--- src/rtl/ram_port_arbiter_pkg.sv ---
// ---------------------------------------------------------------------------
// ram_arb_pkg
//   Shared types and helpers for the staging-RAM port arbiter.
//   - MAX_CLIENTS : upper bound on requesters; sizes the round-robin helper.
//   - PTR_W       : width of a client index / priority pointer.
//   - arb_state_e : per-arbiter FSM state (idle round-robin vs. locked burst).
//   - rr_pick     : one-hot round-robin pick starting at a priority pointer.
//   - rr_next     : index + 1 with wrap at numClients - 1.
// ---------------------------------------------------------------------------
package ram_arb_pkg;

  localparam int MAX_CLIENTS = 8;
  localparam int PTR_W       = $clog2(MAX_CLIENTS);

  typedef enum logic {
    ARB_IDLE,
    ARB_LOCKED
  } arb_state_e;

  // Scans clients ptr, ptr+1, ... (mod numClients) and returns the first
  // requester as a one-hot vector; all zeros when nobody requests.
  function automatic logic [MAX_CLIENTS-1:0] rr_pick(
    input logic [MAX_CLIENTS-1:0] req,
    input logic [PTR_W-1:0]       ptr,
    input int                     numClients
  );
    logic [MAX_CLIENTS-1:0] grant;
    logic                   found;
    int                     idx;
    grant = '0;
    found = 1'b0;
    for (int off = 0; off < MAX_CLIENTS; off++) begin
      // ptr < numClients and off < numClients, so one subtraction wraps.
      idx = int'(ptr) + off;
      if (idx >= numClients) idx -= numClients;
      if (off < numClients && !found && req[PTR_W'(idx)]) begin
        grant[PTR_W'(idx)] = 1'b1;
        found              = 1'b1;
      end
    end
    return grant;
  endfunction

  function automatic logic [PTR_W-1:0] rr_next(
    input logic [PTR_W-1:0] idx,
    input int               numClients
  );
    return (int'(idx) == numClients - 1) ? '0 : idx + PTR_W'(1);
  endfunction

endpackage

--- src/rtl/ram_port_arbiter_if.sv ---
// ---------------------------------------------------------------------------
// ram_port_arbiter_if
//   Client-side bundle between the DMA requesters and ram_port_arbiter.
//   Write request : wr_req_valid/last/addr/data in, wr_req_ready out (one-hot)
//   Read request  : rd_req_valid/last/addr in, rd_req_ready out (one-hot)
//   Read response : rd_rsp_valid (one-hot, one cycle after grant), rd_rsp_data
//   Modports: master = requesters, slave = arbiter.
// ---------------------------------------------------------------------------
interface ram_port_arbiter_if #(
  parameter int NUM_CLIENTS = 2,
  parameter int ADDR_W      = 32,
  parameter int DATA_W      = 128
);

  logic [NUM_CLIENTS-1:0]        wr_req_valid;
  logic [NUM_CLIENTS-1:0]        wr_req_last;
  logic [NUM_CLIENTS*ADDR_W-1:0] wr_req_addr;
  logic [NUM_CLIENTS*DATA_W-1:0] wr_req_data;
  logic [NUM_CLIENTS-1:0]        wr_req_ready;

  logic [NUM_CLIENTS-1:0]        rd_req_valid;
  logic [NUM_CLIENTS-1:0]        rd_req_last;
  logic [NUM_CLIENTS*ADDR_W-1:0] rd_req_addr;
  logic [NUM_CLIENTS-1:0]        rd_req_ready;

  logic [NUM_CLIENTS-1:0]        rd_rsp_valid;
  logic [DATA_W-1:0]             rd_rsp_data;

  modport master (
    output wr_req_valid, wr_req_last, wr_req_addr, wr_req_data,
    output rd_req_valid, rd_req_last, rd_req_addr,
    input  wr_req_ready, rd_req_ready, rd_rsp_valid, rd_rsp_data
  );

  modport slave (
    input  wr_req_valid, wr_req_last, wr_req_addr, wr_req_data,
    input  rd_req_valid, rd_req_last, rd_req_addr,
    output wr_req_ready, rd_req_ready, rd_rsp_valid, rd_rsp_data
  );

endinterface

--- src/rtl/ram_port_arbiter_rr_lock_arb.sv ---
// ---------------------------------------------------------------------------
// rr_lock_arb
//   Round-robin arbiter with burst locking for one RAM port.
//   Ports:
//     clk, rst  : clock, synchronous active-high reset
//     reqValid  : per-client request
//     reqLast   : per-client final-beat flag
//     grant     : one-hot grant, combinational; never set without reqValid
//   In IDLE the pick starts at ptr. A granted beat without last locks the
//   port to that client until its last beat; ptr then moves past the owner.
// ---------------------------------------------------------------------------
module rr_lock_arb
  import ram_arb_pkg::*;
#(
  parameter int NUM_CLIENTS = 2
) (
  input  logic                   clk,
  input  logic                   rst,
  input  logic [NUM_CLIENTS-1:0] reqValid,
  input  logic [NUM_CLIENTS-1:0] reqLast,
  output logic [NUM_CLIENTS-1:0] grant
);

  arb_state_e             state, stateNext;
  logic [PTR_W-1:0]       ptr, ptrNext;
  logic [PTR_W-1:0]       owner, ownerNext;
  logic [NUM_CLIENTS-1:0] idleGrant;
  logic [PTR_W-1:0]       pickIdx;
  logic                   pickLast;
  logic                   ownerValid;
  logic                   ownerLast;

  assign idleGrant = NUM_CLIENTS'(rr_pick(MAX_CLIENTS'(reqValid), ptr, NUM_CLIENTS));

  // NOTE: every signal this block writes gets a default first, so no path
  // leaves one unassigned and no latch is inferred.
  always_comb begin
    stateNext  = state;
    ptrNext    = ptr;
    ownerNext  = owner;
    grant      = '0;
    pickIdx    = '0;
    pickLast   = 1'b0;
    ownerValid = 1'b0;
    ownerLast  = 1'b0;

    case (state)
      ARB_IDLE: begin
        grant = idleGrant;
        for (int i = 0; i < NUM_CLIENTS; i++) begin
          if (idleGrant[i]) begin
            pickIdx  = PTR_W'(i);
            pickLast = reqLast[i];
          end
        end
        if (|idleGrant) begin
          if (pickLast) begin
            ptrNext = rr_next(pickIdx, NUM_CLIENTS);
          end else begin
            stateNext = ARB_LOCKED;
            ownerNext = pickIdx;
          end
        end
      end

      ARB_LOCKED: begin
        // Only the owner can be granted; its idle cycles hold the lock.
        for (int i = 0; i < NUM_CLIENTS; i++) begin
          if (PTR_W'(i) == owner) begin
            grant[i]   = reqValid[i];
            ownerValid = reqValid[i];
            ownerLast  = reqLast[i];
          end
        end
        if (ownerValid && ownerLast) begin
          stateNext = ARB_IDLE;
          ptrNext   = rr_next(owner, NUM_CLIENTS);
        end
      end

      default: stateNext = ARB_IDLE;
    endcase

    // Grants (and hence RAM enables) are held off for the whole reset cycle.
    if (rst) grant = '0;
  end

  // NOTE: state registers use non-blocking assignments so every flop samples
  // the pre-edge value of its inputs regardless of process ordering.
  always_ff @(posedge clk) begin
    if (rst) begin
      state <= ARB_IDLE;
      ptr   <= '0;
      owner <= '0;
    end else begin
      state <= stateNext;
      ptr   <= ptrNext;
      owner <= ownerNext;
    end
  end

endmodule

--- src/rtl/ram_port_arbiter.sv ---
// ---------------------------------------------------------------------------
// ram_port_arbiter
//   Shares a single-write/single-read staging RAM between NUM_CLIENTS DMA
//   requesters using two independent round-robin, burst-locking arbiters.
//   Ports:
//     clk, rst      : clock, synchronous active-high reset
//     bus (slave)   : client write/read requests and read responses
//     ram_wr_en/addr/data : RAM write pins
//     ram_rd_en/addr      : RAM read pins
//     ram_rd_data         : RAM read data, registered, 1-cycle latency
//   Optional build macro RAM_ARB_WR_FWD_EN: a read issued in the same cycle
//   as a write to the same address returns the new write data instead of the
//   old RAM contents.
//   NUM_CLIENTS must be in 2..8.
// ---------------------------------------------------------------------------
module ram_port_arbiter
  import ram_arb_pkg::*;
#(
  parameter int NUM_CLIENTS = 2,
  parameter int ADDR_W      = 32,
  parameter int DATA_W      = 128
) (
  input  logic              clk,
  input  logic              rst,
  ram_port_arbiter_if.slave bus,
  output logic              ram_wr_en,
  output logic [ADDR_W-1:0] ram_wr_addr,
  output logic [DATA_W-1:0] ram_wr_data,
  output logic              ram_rd_en,
  output logic [ADDR_W-1:0] ram_rd_addr,
  input  logic [DATA_W-1:0] ram_rd_data
);

  logic [NUM_CLIENTS-1:0] wrGrant, rdGrant;
  logic [NUM_CLIENTS-1:0] wrFire, rdFire;
  logic [NUM_CLIENTS-1:0] rspValid;

  rr_lock_arb #(.NUM_CLIENTS(NUM_CLIENTS)) u_wr_arb (
    .clk      (clk),
    .rst      (rst),
    .reqValid (bus.wr_req_valid),
    .reqLast  (bus.wr_req_last),
    .grant    (wrGrant)
  );

  rr_lock_arb #(.NUM_CLIENTS(NUM_CLIENTS)) u_rd_arb (
    .clk      (clk),
    .rst      (rst),
    .reqValid (bus.rd_req_valid),
    .reqLast  (bus.rd_req_last),
    .grant    (rdGrant)
  );

  assign bus.wr_req_ready = wrGrant;
  assign bus.rd_req_ready = rdGrant;
  assign wrFire           = bus.wr_req_valid & wrGrant;
  assign rdFire           = bus.rd_req_valid & rdGrant;
  assign ram_wr_en        = |wrFire;
  assign ram_rd_en        = |rdFire;

  // Fire vectors are one-hot or zero, so an OR-reduction mux is exact and
  // yields zero address/data when nobody is granted.
  always_comb begin
    ram_wr_addr = '0;
    ram_wr_data = '0;
    ram_rd_addr = '0;
    for (int i = 0; i < NUM_CLIENTS; i++) begin
      if (wrFire[i]) begin
        ram_wr_addr |= bus.wr_req_addr[i*ADDR_W +: ADDR_W];
        ram_wr_data |= bus.wr_req_data[i*DATA_W +: DATA_W];
      end
      if (rdFire[i]) begin
        ram_rd_addr |= bus.rd_req_addr[i*ADDR_W +: ADDR_W];
      end
    end
  end

  // Issuing-client tag travels alongside the RAM's one-cycle read latency.
  // NOTE: only control state is reset; the forwarded data register below is
  // qualified by the reset hit flag and needs no reset of its own.
  always_ff @(posedge clk) begin
    if (rst) rspValid <= '0;
    else     rspValid <= rdFire;
  end

  assign bus.rd_rsp_valid = rspValid;

`ifdef RAM_ARB_WR_FWD_EN
  logic              fwdHit;
  logic [DATA_W-1:0] fwdData;

  always_ff @(posedge clk) begin
    if (rst) fwdHit <= 1'b0;
    else     fwdHit <= ram_wr_en && ram_rd_en && (ram_wr_addr == ram_rd_addr);
  end

  always_ff @(posedge clk) begin
    fwdData <= ram_wr_data;
  end

  always_comb begin
    bus.rd_rsp_data = '0;
    if (|rspValid) bus.rd_rsp_data = fwdHit ? fwdData : ram_rd_data;
  end
`else
  // Same-cycle write/read to one address returns the RAM's old contents.
  always_comb begin
    bus.rd_rsp_data = '0;
    if (|rspValid) bus.rd_rsp_data = ram_rd_data;
  end
`endif

endmodule

--- src/flat_wrapper.sv ---
// flat-port wrapper written by rule: the top's interface ports become plain ports
module ram_port_arbiter_flat import ram_arb_pkg::*;
#(
  parameter int NUM_CLIENTS = 2,
  parameter int ADDR_W      = 32,
  parameter int DATA_W      = 128
)
  (clk, rst, ram_wr_en, ram_wr_addr, ram_wr_data, ram_rd_en, ram_rd_addr, ram_rd_data, bus_wr_req_valid, bus_wr_req_last, bus_wr_req_addr, bus_wr_req_data, bus_rd_req_valid, bus_rd_req_last, bus_rd_req_addr, bus_wr_req_ready, bus_rd_req_ready, bus_rd_rsp_valid, bus_rd_rsp_data);
  ram_port_arbiter_if #(.NUM_CLIENTS(NUM_CLIENTS), .ADDR_W(ADDR_W), .DATA_W(DATA_W)) bus_i ();
  input  logic clk;
  input  logic rst;
  output logic ram_wr_en;
  output logic [ADDR_W-1:0] ram_wr_addr;
  output logic [DATA_W-1:0] ram_wr_data;
  output logic ram_rd_en;
  output logic [ADDR_W-1:0] ram_rd_addr;
  input  logic [DATA_W-1:0] ram_rd_data;
  input wire logic [$bits(bus_i.wr_req_valid)-1:0] bus_wr_req_valid;
  input wire logic [$bits(bus_i.wr_req_last)-1:0] bus_wr_req_last;
  input wire logic [$bits(bus_i.wr_req_addr)-1:0] bus_wr_req_addr;
  input wire logic [$bits(bus_i.wr_req_data)-1:0] bus_wr_req_data;
  input wire logic [$bits(bus_i.rd_req_valid)-1:0] bus_rd_req_valid;
  input wire logic [$bits(bus_i.rd_req_last)-1:0] bus_rd_req_last;
  input wire logic [$bits(bus_i.rd_req_addr)-1:0] bus_rd_req_addr;
  output wire logic [$bits(bus_i.wr_req_ready)-1:0] bus_wr_req_ready;
  output wire logic [$bits(bus_i.rd_req_ready)-1:0] bus_rd_req_ready;
  output wire logic [$bits(bus_i.rd_rsp_valid)-1:0] bus_rd_rsp_valid;
  output wire logic [$bits(bus_i.rd_rsp_data)-1:0] bus_rd_rsp_data;
  assign bus_i.wr_req_valid = bus_wr_req_valid;
  assign bus_i.wr_req_last = bus_wr_req_last;
  assign bus_i.wr_req_addr = bus_wr_req_addr;
  assign bus_i.wr_req_data = bus_wr_req_data;
  assign bus_i.rd_req_valid = bus_rd_req_valid;
  assign bus_i.rd_req_last = bus_rd_req_last;
  assign bus_i.rd_req_addr = bus_rd_req_addr;
  assign bus_wr_req_ready = bus_i.wr_req_ready;
  assign bus_rd_req_ready = bus_i.rd_req_ready;
  assign bus_rd_rsp_valid = bus_i.rd_rsp_valid;
  assign bus_rd_rsp_data = bus_i.rd_rsp_data;
  ram_port_arbiter #(.NUM_CLIENTS(NUM_CLIENTS), .ADDR_W(ADDR_W), .DATA_W(DATA_W)) u_core (.clk(clk), .rst(rst), .bus(bus_i), .ram_wr_en(ram_wr_en), .ram_wr_addr(ram_wr_addr), .ram_wr_data(ram_wr_data), .ram_rd_en(ram_rd_en), .ram_rd_addr(ram_rd_addr), .ram_rd_data(ram_rd_data));
endmodule
--- config.mk ---
export PLATFORM = sky130hd
export DESIGN_NAME = ram_port_arbiter_flat
export DESIGN_NICKNAME = d
export VERILOG_FILES = /design/src/rtl/ram_port_arbiter_pkg.sv /design/src/rtl/ram_port_arbiter_if.sv /design/src/rtl/ram_port_arbiter_rr_lock_arb.sv /design/src/rtl/ram_port_arbiter.sv /design/src/flat_wrapper.sv
export SDC_FILE = /design/constraint.sdc
export NUM_CORES = 1
export LEC_CHECK = 0
export ABC_CLOCK_PERIOD_IN_PS = 3720
export BUFFER_PORTS_ARGS = -buffer_cell sky130_fd_sc_hd__buf_2
export CAP_MARGIN = 20
export CORE_AREA = 2 2 330 332
export DETAILED_ROUTE_END_ITERATION = 10
export DIE_AREA = 0 0 332 334
export PLACE_DENSITY = 0.3
export SYNTH_ARGS = -nofsm -noshare
export SYNTH_HDL_FRONTEND = slang
export SYNTH_SLANG_ARGS = --single-unit
--- constraint.sdc ---
create_clock -name clk -period 3.72 [get_ports clk]
set_clock_uncertainty 0.2 [all_clocks]
set_input_delay 0 -clock clk [delete_from_list [all_inputs] [get_ports clk]]
set_output_delay 0 -clock clk [all_outputs]
set_load 0.01 [all_outputs]
# Word level (Yosys, flattened, before mapping)
# Cells that the tools add are included.
dict set report word_totals {
  regBits 16
  output_inout_bits 328
}
dict set report op_classes {
  n_addsub 10
  magnitude_cmp 12
  eq_ne 12
  mux 85
  bitwise 11
  reduce_logical 21
}
# cell n
set ops {}
lappend ops {{two-way mux 128 bit} 3}
lappend ops {{two-way mux 32 bit} 4}
lappend ops {{bitwise OR 128 bit} 1}
lappend ops {{bitwise OR 32 bit} 2}
lappend ops {{two-way mux 3 bit} 16}
lappend ops {{two-way mux 1 bit} 42}
lappend ops {{< comparator 3 x 5 -> 1 bit (second input constant)} 4}
lappend ops {{adder 3 x 1 -> 3 bit (second input constant)} 4}
lappend ops {{binary-select mux 1 bit (select 3 bit)} 4}
lappend ops {{demux 1 bit (select 3 bit)} 4}
lappend ops {{== test 3 x 2 -> 1 bit (second input constant)} 4}
lappend ops {{>= comparator 3 x 1 -> 1 bit (second input constant)} 4}
lappend ops {{two-way mux 2 bit} 6}
lappend ops {{case mux 3 bit (2 select lines)} 2}
lappend ops {{AND reduction 3 bit} 4}
lappend ops {{subtractor 3 x 2 -> 3 bit (second input constant)} 4}
lappend ops {{OR reduction 2 bit} 5}
lappend ops {{adder 3 x 1 -> 4 bit (second input constant)} 2}
lappend ops {{>= comparator 4 x 2 -> 1 bit (second input constant)} 2}
lappend ops {{logical AND 1 bit} 8}
lappend ops {{!= test 2 bit (second input constant)} 4}
lappend ops {{case mux 2 bit (2 select lines)} 2}
lappend ops {{== test 1 x 3 -> 1 bit (first input constant)} 2}
lappend ops {{>= comparator 3 x 2 -> 1 bit (second input constant)} 2}
lappend ops {{7 further kinds} 16}

# Depth between registers and ports, before layout
# Gate-level depths: netlist of run 1.
dict set report logic_depth {
  word_depth 16
  ltp_mapped 7
  ltp_nobuf 4
}

# Hierarchy
# Synthesis of run 1 repeated with hierarchy kept, for this count alone.
dict set report hier_totals {
  cells_unflattened 447
  hier_area_um2 3410.8
}
# mod n_inst cells_per_inst area_each_um2
set modules_own_cells {}
lappend modules_own_cells {ram_port_arbiter 1 389 2937.8}
lappend modules_own_cells {rr_lock_arb 2 29 236.5}

# Worst setup path after synthesis of run 1
# OpenSTA, ideal clock, no wires.
dict set report synth_path {
  path_kind {flip-flop to output port}
  from {register u_core.u_wr_arb.state}
  to {output ram_wr_data[58]}
  t_arrival_ps 1365
  required_ps 3520
  slack_ps 2155
  stages_incl_launch_ff 8
  path_cell_list {dfxtp_1 -> buf_4 -> a21oi_2 -> o21ai_2 -> nor2_4 -> buf_6 -> clkbuf_4 -> a22o_1}
}
dict set report synth_between {
  elab_chain_len 7
}
# item line
set synth_lines {}
lappend synth_lines {{from (decl)} ram_port_arbiter_rr_lock_arb.sv:24} ;# arb_state_e state, stateNext;
lappend synth_lines {{from (signal assigned)} ram_port_arbiter_rr_lock_arb.sv:96} ;# state <= stateNext;
lappend synth_lines {{NOT 1 bit} --}
lappend synth_lines {{case mux 2 bit (2 select lines) (*)} ram_port_arbiter_rr_lock_arb.sv:47} ;# case (state)
lappend synth_lines {{two-way mux 2 bit (*)} ram_port_arbiter_rr_lock_arb.sv:85} ;# if (rst) grant = '0;
lappend synth_lines {{AND 2 bit (*)} ram_port_arbiter.sv:56} ;# assign wrFire = bus.wr_req_valid & wrGrant;
lappend synth_lines {{two-way mux 128 bit} ram_port_arbiter.sv:68} ;# if (wrFire[i]) begin
lappend synth_lines {{bitwise OR 128 bit} ram_port_arbiter.sv:70} ;# ram_wr_data |= bus.wr_req_data[i*DATA_W +: DATA_W];
lappend synth_lines {{two-way mux 128 bit (*)} ram_port_arbiter.sv:68}
lappend synth_lines {{to (decl)} flat_wrapper.sv:14} ;# output logic [DATA_W-1:0] ram_wr_data;
# Mark *: on every way between the ends. The rest lies on a longest branch, timed or not.

# Final worst setup path of run 1
dict set report layout_path {
  from {input bus_wr_req_valid[1]}
  to {output ram_wr_data[4]}
}
dict set report layout_between {
  elab_chain_len 13
}
# item line
set layout_lines {}
lappend layout_lines {{from (decl)} flat_wrapper.sv:18} ;# input wire logic [$bits(bus_i.wr_req_valid)-1:0] bus_wr_req_valid;
lappend layout_lines {{binary-select mux 1 bit (select 3 bit)} ram_port_arbiter_pkg.sv:36} ;# if (off < numClients && !found && req[PTR_W'(idx)]) begin
lappend layout_lines {{two-way mux 1 bit (implied by the code) (2 in a row)} ram_port_arbiter_pkg.sv:36}
lappend layout_lines {{two-way mux 1 bit} ram_port_arbiter_pkg.sv:36}
lappend layout_lines {{logical NOT 1 bit} ram_port_arbiter_pkg.sv:36}
lappend layout_lines {{logical AND 1 bit} ram_port_arbiter_pkg.sv:36}
lappend layout_lines {{two-way mux 2 bit} ram_port_arbiter_pkg.sv:36}
lappend layout_lines {{case mux 2 bit (2 select lines)} ram_port_arbiter_rr_lock_arb.sv:47}
lappend layout_lines {{two-way mux 2 bit} ram_port_arbiter_rr_lock_arb.sv:85}
lappend layout_lines {{AND 2 bit (*)} ram_port_arbiter.sv:56}
lappend layout_lines {{two-way mux 128 bit} ram_port_arbiter.sv:68}
lappend layout_lines {{bitwise OR 128 bit} ram_port_arbiter.sv:70}
lappend layout_lines {{two-way mux 128 bit (*)} ram_port_arbiter.sv:68}
# Mark *: on every way between the ends. The rest lies on a longest branch, timed or not. The select of a mux whose other input is x is not followed.

==> results of run 1 <==
-- layout by cell type, fill, tap and decap left out, drive strengths merged, types with 5 or more instances in the layout --
master       netlist  layout
o21ai              5       5
nand2b             5       5
nor2b            128     128
nor2               7       7
diode              0      11
dlygate4sd3        0       9
a22o             192     192
buf               42     864
dfxtp              8       8
nand2              6       6
-- per-layer routing --
layer	up-vias	track usage, %	routed length [microns]
met5	-	0	344
met4	56	0.899	964
met2	642	18.3	30000
met1	3464	13.6	26400
met3	141	6.38	9830
li1	3345	-	-
-- cell usage after synthesis (2+ instances only) --
library cell,number,share of area (%)
nor2_1,5,0.55
nand2b_1,5,0.91
mux2i_1,4,1.2
buf_4,10,2.2
a22o_1,192,49
nand2_1,6,0.66
or2_2,2,0.37
buf_2,12,1.8
dfxtp_1,8,4.7
clkbuf_1,14,1.5
a211oi_1,2,0.44
and2_1,2,0.37
o21ai_0,3,0.44
buf_6,19,6.3
o221ai_1,2,0.51
nand3_1,2,0.29
inv_1,2,0.22
a21oi_1,3,0.44
nor2b_1,128,23
a31oi_1,2,0.37
-- worst max-delay path by stage --
stage / start / to / slack [ns] / depth (start not counted)
finish: bus_wr_req_valid[1] / ram_wr_data[4] / 0.87 / 8
global route: bus_wr_req_valid[1] / ram_wr_data[4] / 0.75 / 8
CTS: bus_wr_req_valid[1] / ram_wr_data[59] / 0.81 / 8
detailed placement: u_core.u_wr_arb.state / ram_wr_data[59] / 1.13 / 6
global placement: u_core.u_wr_arb.state / ram_wr_data[38] / 1.10 / 6
floorplan: u_core.u_wr_arb.state / ram_wr_data[58] / 2.16 / 7
-- sequential cells by signal, summed over array words and instances, names as in the netlist --
register                 cells
u_core.bus.rd_rsp_valid      2
u_core.u_rd_arb.owner        1
u_core.u_rd_arb.ptr          1
u_core.u_rd_arb.state        1
u_core.u_wr_arb.owner        1
u_core.u_wr_arb.ptr          1
u_core.u_wr_arb.state        1
-- power groups by stage --
stage	Combinational, mW	Clock [mW]	Sequential, mW
floorplan	0.597	0	0.106
global placement	1.49	0	0.113
detailed placement	1.46	0	0.111
CTS	1.49	0.213	0.110
global route	1.56	0.214	0.112
finish	1.45	0.197	0.110
-- worst max-delay path: stages --
cell and delay [ns]:
dlygate4sd3_1 0.58, buf_2 0.18, nand2_1 0.12, o21ai_2 0.09, nor2_4 0.71, buf_12 0.34
a22o_1 0.38, buf_2 0.21
-- through the flow --
| step | util, % | worst slack, ns | hold WS [ns] | cell area (sq um) | instances |
|---|---|---|---|---|---|
| global placement | 8.54 | 1.10 | 0.0976 | 9210 | 2660 |
| CTS | 8.69 | 0.814 | 0.0157 | 9370 | 2672 |
| floorplan | - | 2.16 | -0.0629 | 3420 | 439 |
| global route | 8.70 | 0.754 | 0.0597 | 9380 | 2675 |
| finish | 8.72 | 0.869 | -0.00163 | 9400 | 2683 |
| detailed placement | 8.54 | 1.13 | 0.0982 | 9210 | 2660 |
-- logic make-up (layout without fill, tap and decap cells) --
| logic type | after synthesis | count (layout) | share of synthesized area (%) |
|---|---|---|---|
| buffers and inverters | 59 | 878 | 12.6 |
| AOI/OAI and AO/OA | 212 | 212 | 53.2 |
| other | 0 | 11 | 0 |
| muxes | 4 | 4 | 1.17 |
| and+or+nand+nor | 156 | 156 | 28.3 |
| DFF | 8 | 8 | 4.68 |
-- cell type report --
| type | count | area (sq um) | share of cell area [%] |
|---|---|---|---|
| Clock buffer | 3 | 75.1 | 0.799 |
| Antenna cell | 11 | 27.5 | 0.293 |
| Multi-Input combinational cell | 372 | 2840 | 30.3 |
| Tap cell | 1414 | 1770 | 18.8 |
| Sequential cell | 8 | 160 | 1.70 |
| Timing Repair Buffer | 873 | 4510 | 48.0 |
| Inverter | 2 | 7.51 | 0.0799 |
-- what timing repair did --
action / CTS / global route
hold buffers: 9 / 0
endpoints found under the setup margin: 0 / 0
buffers inserted: 0 / 0
endpoints found under the hold margin: 7 / 0
==> results.ini, run 1 <==
[run_status]
status=finished with violations
violations=negative hold slack

[floorplanning]
fp.dieArea_sq_um=111000
fp-row-count=121
core_area_sq_um=108000
die_h_microns=334
die-width_microns=332
io_pins=850
start_util_pct=3.17

[clock_network]
clock_sinks=8
cts_root_buffer=clkbuf_16
cts_tree=yes
clock_latency_ns=0.24
clk_pin_slew_worst_paths_ns=0.04
cts_max_path_buffers=2
cts_buffers=3
htreeDepth=1
cts_resized=0

[placement]
place_congestion=0.921
hpwl_microns=62100
io_buffers=849

[timing]
slew_viol_final=0
finalCritPeriodShare_pct=76.6
finalSetupTns_ns=0
fin_hold_ws_ns=-0.00163
slew-limit-headroom_pct=37.9
tightest_slew_ns=0.929
min_period_ns=2.85
fmax_mhz=351
hold_viol=1
finalSetupViolations=0
rsz0062_at_grt=false

[drt]
postRouteAntennaNets=0
postRouteWirelength_microns=67500
first_pass_iters=5
drcViolationCount=0
dr.first_iter.drc_count=599
vias=7648
wl_per_cell_microns=25.2
via_per_inst=2.85

[synthesis]
ys_types=36
synth_edf_count=0
ys.flop_type=dfxtp_1
synth_seq_cells=8
syn_area_sq_um=3420
synthArstFlopShare_pct=0
synth-seq-area-share_pct=4.68
synthCells=439
synth_fp_nets=961
yosysWarnings=0
avgSynthCellArea_sq_um=7.80

[worst_setup_path]
crit_type=in -> out
reg2reg_from=u_core.u_wr_arb.state
reg2reg_slack_ns=1.44
crit_arrival_ns=2.65
critPathRequiredTime_ns=3.52
start_kind=input port
path_max_fanout=50
critPathCaptureType=primary output
r2r_cells=5
r2r_end=u_core.u_wr_arb.owner[0]

[final_layout]
fillers=12900
area_growth_pct=175
fin_nets=1782
drive_gt1_share_pct=69.7

[pwr]
p_leak_nw=5.01
vdd_drop_max_mv=0.0890
p_int_mw=0.846
netSwitchingFraction_pct=51.8
power_frac_seq_pct=6.3
power_density_nw_per_um2=187
p_clk_share_pct=11.2
total_power_mw=1.76
share_comb_of_total_power_pct=82.5
p_sw_mw=0.911

[global_route]
grt_pass1_vias=7238
grt_overflow=0
antenna_found_initial=73
grt_pass1_wl_microns=81800
grt_use_total_pct=11.4
grt_max_degree=99

[run]
cap_viol_max_count=0

[hold_path]
min_path_cells=2
holdPathEnd=u_core.u_rd_arb.state
hp-class=in -> reg
min_from=rst

Power figures use the tool's default switching activity.
==> inputs of run 2 (changes only) <==
Settings changed: ABC_CLOCK_PERIOD_IN_PS 3720 to 2700, CORE_AREA 2 2 330 332 to 2 2 327 329, DIE_AREA 0 0 332 334 to 0 0 329 331.
Clock period 3.72 ns to 2.7 ns, I/O delays scaled along.
==> run 2 against run 1 <==
The run still ends with negative hold slack left. Utilization rose by 0.31 points. Final cell count fell by 0.63%. Flip-flop and latch count did not move. Highest routed layer unchanged.
==> results.ini, run 2 (synthesis results as in run 1) <==
[timing]
hold_viol=1  ; unchanged
slew-limit-headroom_pct=63.5  ; was 37.9%
fin_hold_ws_ns=-0.0322  ; was -0.00163 ns
rsz0062_at_grt=false  ; unchanged
slew_viol_final=0  ; unchanged
finalSetupViolations=0  ; unchanged
finalSetupTns_ns=0  ; unchanged
finalCritPeriodShare_pct=93.4
tightest_slew_ns=0.546  ; was 0.929 ns
fmax_mhz=396
min_period_ns=2.52

[hold_path]
holdPathEnd=u_core.bus.rd_rsp_valid[1]  ; was u_core.u_rd_arb.state
min_path_cells=2  ; unchanged
hp-class=in -> reg  ; unchanged
min_from=rst  ; unchanged

[clock_network]
clock_latency_ns=0.24  ; about the same
postCtsSetupBuffers=0  ; unchanged
cts_max_path_buffers=2  ; unchanged
cts_root_buffer=clkbuf_16  ; unchanged
htreeDepth=1  ; unchanged
clock_sinks=8  ; unchanged
cts_tree=yes  ; unchanged
cts_buffers=3  ; unchanged
clk_pin_slew_worst_paths_ns=0.04  ; about the same

[floorplanning]
die-width_microns=329  ; was 332 microns
die_h_microns=331  ; was 334 microns
io_pins=850  ; unchanged
start_util_pct=3.26  ; was 3.17%
core_area_sq_um=105000  ; was 108000 sq um
fp.dieArea_sq_um=109000  ; was 111000 sq um
fp-row-count=119  ; was 121

[final_layout]
largest_reg_flops=2  ; unchanged
fin_nets=1790  ; was 1782
mostFrequentLayoutCells=845 x buf_2, 192 x a22o_1, 128 x nor2b_1, 20 x buf_4, 9 x buf_12  ; was 849 x buf_2, 192 x a22o_1, 128 x nor2b_1, 10 x buf_4, 9 x dlygate4sd3_1
final_common_cell=buf_2  ; unchanged
drive_gt1_share_pct=70.1  ; was 69.7%
finalNonFillerCells=2666  ; was 2683
area_growth_pct=177  ; was 175%

[global_route]
antenna_found_initial=77  ; was 73
grt_pass1_wl_microns=87400  ; was 81800 microns
grt_pass1_vias=7498  ; was 7238
grt_max_degree=66  ; was 99
grt_overflow=0  ; unchanged
grt_use_total_pct=12.5  ; was 11.4%

[placement]
hpwl_microns=68900  ; was 62100 microns
place_congestion=0.873  ; was 0.921
io_buffers=849  ; unchanged
dpl.cell_count=2647  ; was 2660

[worst_setup_path]
crit_type=reg -> out  ; was in -> out
r2r_end=u_core.u_rd_arb.owner[0]  ; was u_core.u_wr_arb.owner[0]
start_kind=flop  ; was input port
crit_arrival_ns=2.32  ; was 2.65 ns
r2r_cells=5  ; unchanged
critPathCaptureType=primary output  ; unchanged
path_max_fanout=40  ; was 50
critPathRequiredTime_ns=2.50  ; was 3.52 ns
reg2reg_slack_ns=0.51  ; was 1.44 ns
reg2reg_from=u_core.u_rd_arb.state  ; was u_core.u_wr_arb.state

[drt]
wl_per_cell_microns=27.9  ; was 25.2 microns
drcViolationCount=0  ; unchanged
via_per_inst=2.93  ; was 2.85
dr.first_iter.drc_count=401  ; was 599
postRouteAntennaNets=0  ; unchanged
first_pass_iters=5  ; unchanged
vias=7813  ; was 7648
postRouteWirelength_microns=74300  ; was 67500 microns

[run]
cap_viol_max_count=0  ; unchanged

[pwr]
share_comb_of_total_power_pct=83.8  ; was 82.5%
p_clk_share_pct=10.3  ; was 11.2%
netSwitchingFraction_pct=53.7  ; was 51.8%
p_int_mw=1.19  ; was 0.846 mW
power_frac_seq_pct=5.9  ; was 6.3%
vdd_drop_max_mv=0.159  ; was 0.0890 mV
p_sw_mw=1.38  ; was 0.911 mW
p_leak_nw=5.06  ; was 5.01 nW
power_density_nw_per_um2=272  ; was 187 nW/um^2

[run_status]
violations=negative hold slack  ; unchanged
status=finished with violations  ; unchanged

## run 2: cell count changes in the layout (fill, tap and decap cells not counted)
cell	delta
buf_12	+4
buf_2	-4
buf_4	+10
diode_2	-2
dlygate4sd3_1	-2
## run 2: metal layers
layer | track usage [%] | vias up | share of wire, %
met3 | 6.00 | 100 | 12
met4 | 0.278 | 40 | 0.83
met1 | 16.4 | 3688 | 43
met2 | 19.6 | 630 | 43
met5 | 0 | - | 0.40
li1 | - | 3355 | -
## run 2: critical path, cell delays in order (launching register included)
cell and delay (ns):
dfxtp_1 0.52, mux2i_1 0.17, nor3b_4 0.26, buf_12 0.23
buf_12 0.27, a22o_1 0.33, buf_2 0.23
## run 2: cell type report
| cell class | count | area [sq um] |
|---|---|---|
| clock buffers | 3 | 75.1 |
| multi-input cells | 372 | 2840 |
| well taps | 1391 | 1740 |
| fillers | 12500 | 95500 |
| flip-flops and latches | 8 | 160 |
| repair buffers | 881 | 4630 |
| diodes | 9 | 22.5 |
| inverters | 2 | 7.51 |
## run 2: power by group through the flow
stage	registers [mW]	logic [mW]	clock network (mW)
after floorplan	0.145	0.823	0
after global placement	0.154	2.21	0
after detailed placement	0.153	2.17	0
after CTS	0.151	2.20	0.280
after global routing	0.153	2.29	0.287
final	0.152	2.16	0.265
## run 2: what timing repair did
| action | 4_1_cts | 5_1_grt |
|---|---|---|
| hold endpoints to repair | 6 | 0 |
| resized for setup | 0 | 0 |
| hold buffers | 7 | 0 |
## run 2: stage by stage
step / power [mW] / hold WS, ns / util, % / instance area [sq um] / setup WS [ns]
CTS: 2.63 / 0.00557 / 9.01 / 9460 / 0.0930
finish: 2.58 / -0.0322 / 9.03 / 9480 / 0.177
global placement: 2.36 / 0.0971 / 8.87 / 9310 / 0.341
detailed placement: 2.32 / 0.0963 / 8.87 / 9310 / 0.365
global route: 2.73 / 0.0122 / 9.02 / 9460 / 0.0861
floorplan: 0.968 / -0.0629 / - / 3420 / 1.14
## run 2: how the worst max path moves through the flow
stage / slack [ns] / cells after the start / endpoint / from
final: 0.18 / 6 / ram_wr_data[111] / u_core.u_wr_arb.state
after global routing: 0.09 / 9 / ram_wr_data[120] / bus_wr_req_valid[0]
after CTS: 0.09 / 9 / ram_wr_data[120] / bus_wr_req_valid[0]
after detailed placement: 0.37 / 6 / ram_wr_data[120] / u_core.u_wr_arb.state
after global placement: 0.34 / 6 / ram_wr_data[120] / u_core.u_wr_arb.state
after floorplan: 1.14 / 7 / ram_wr_data[58] / u_core.u_wr_arb.state
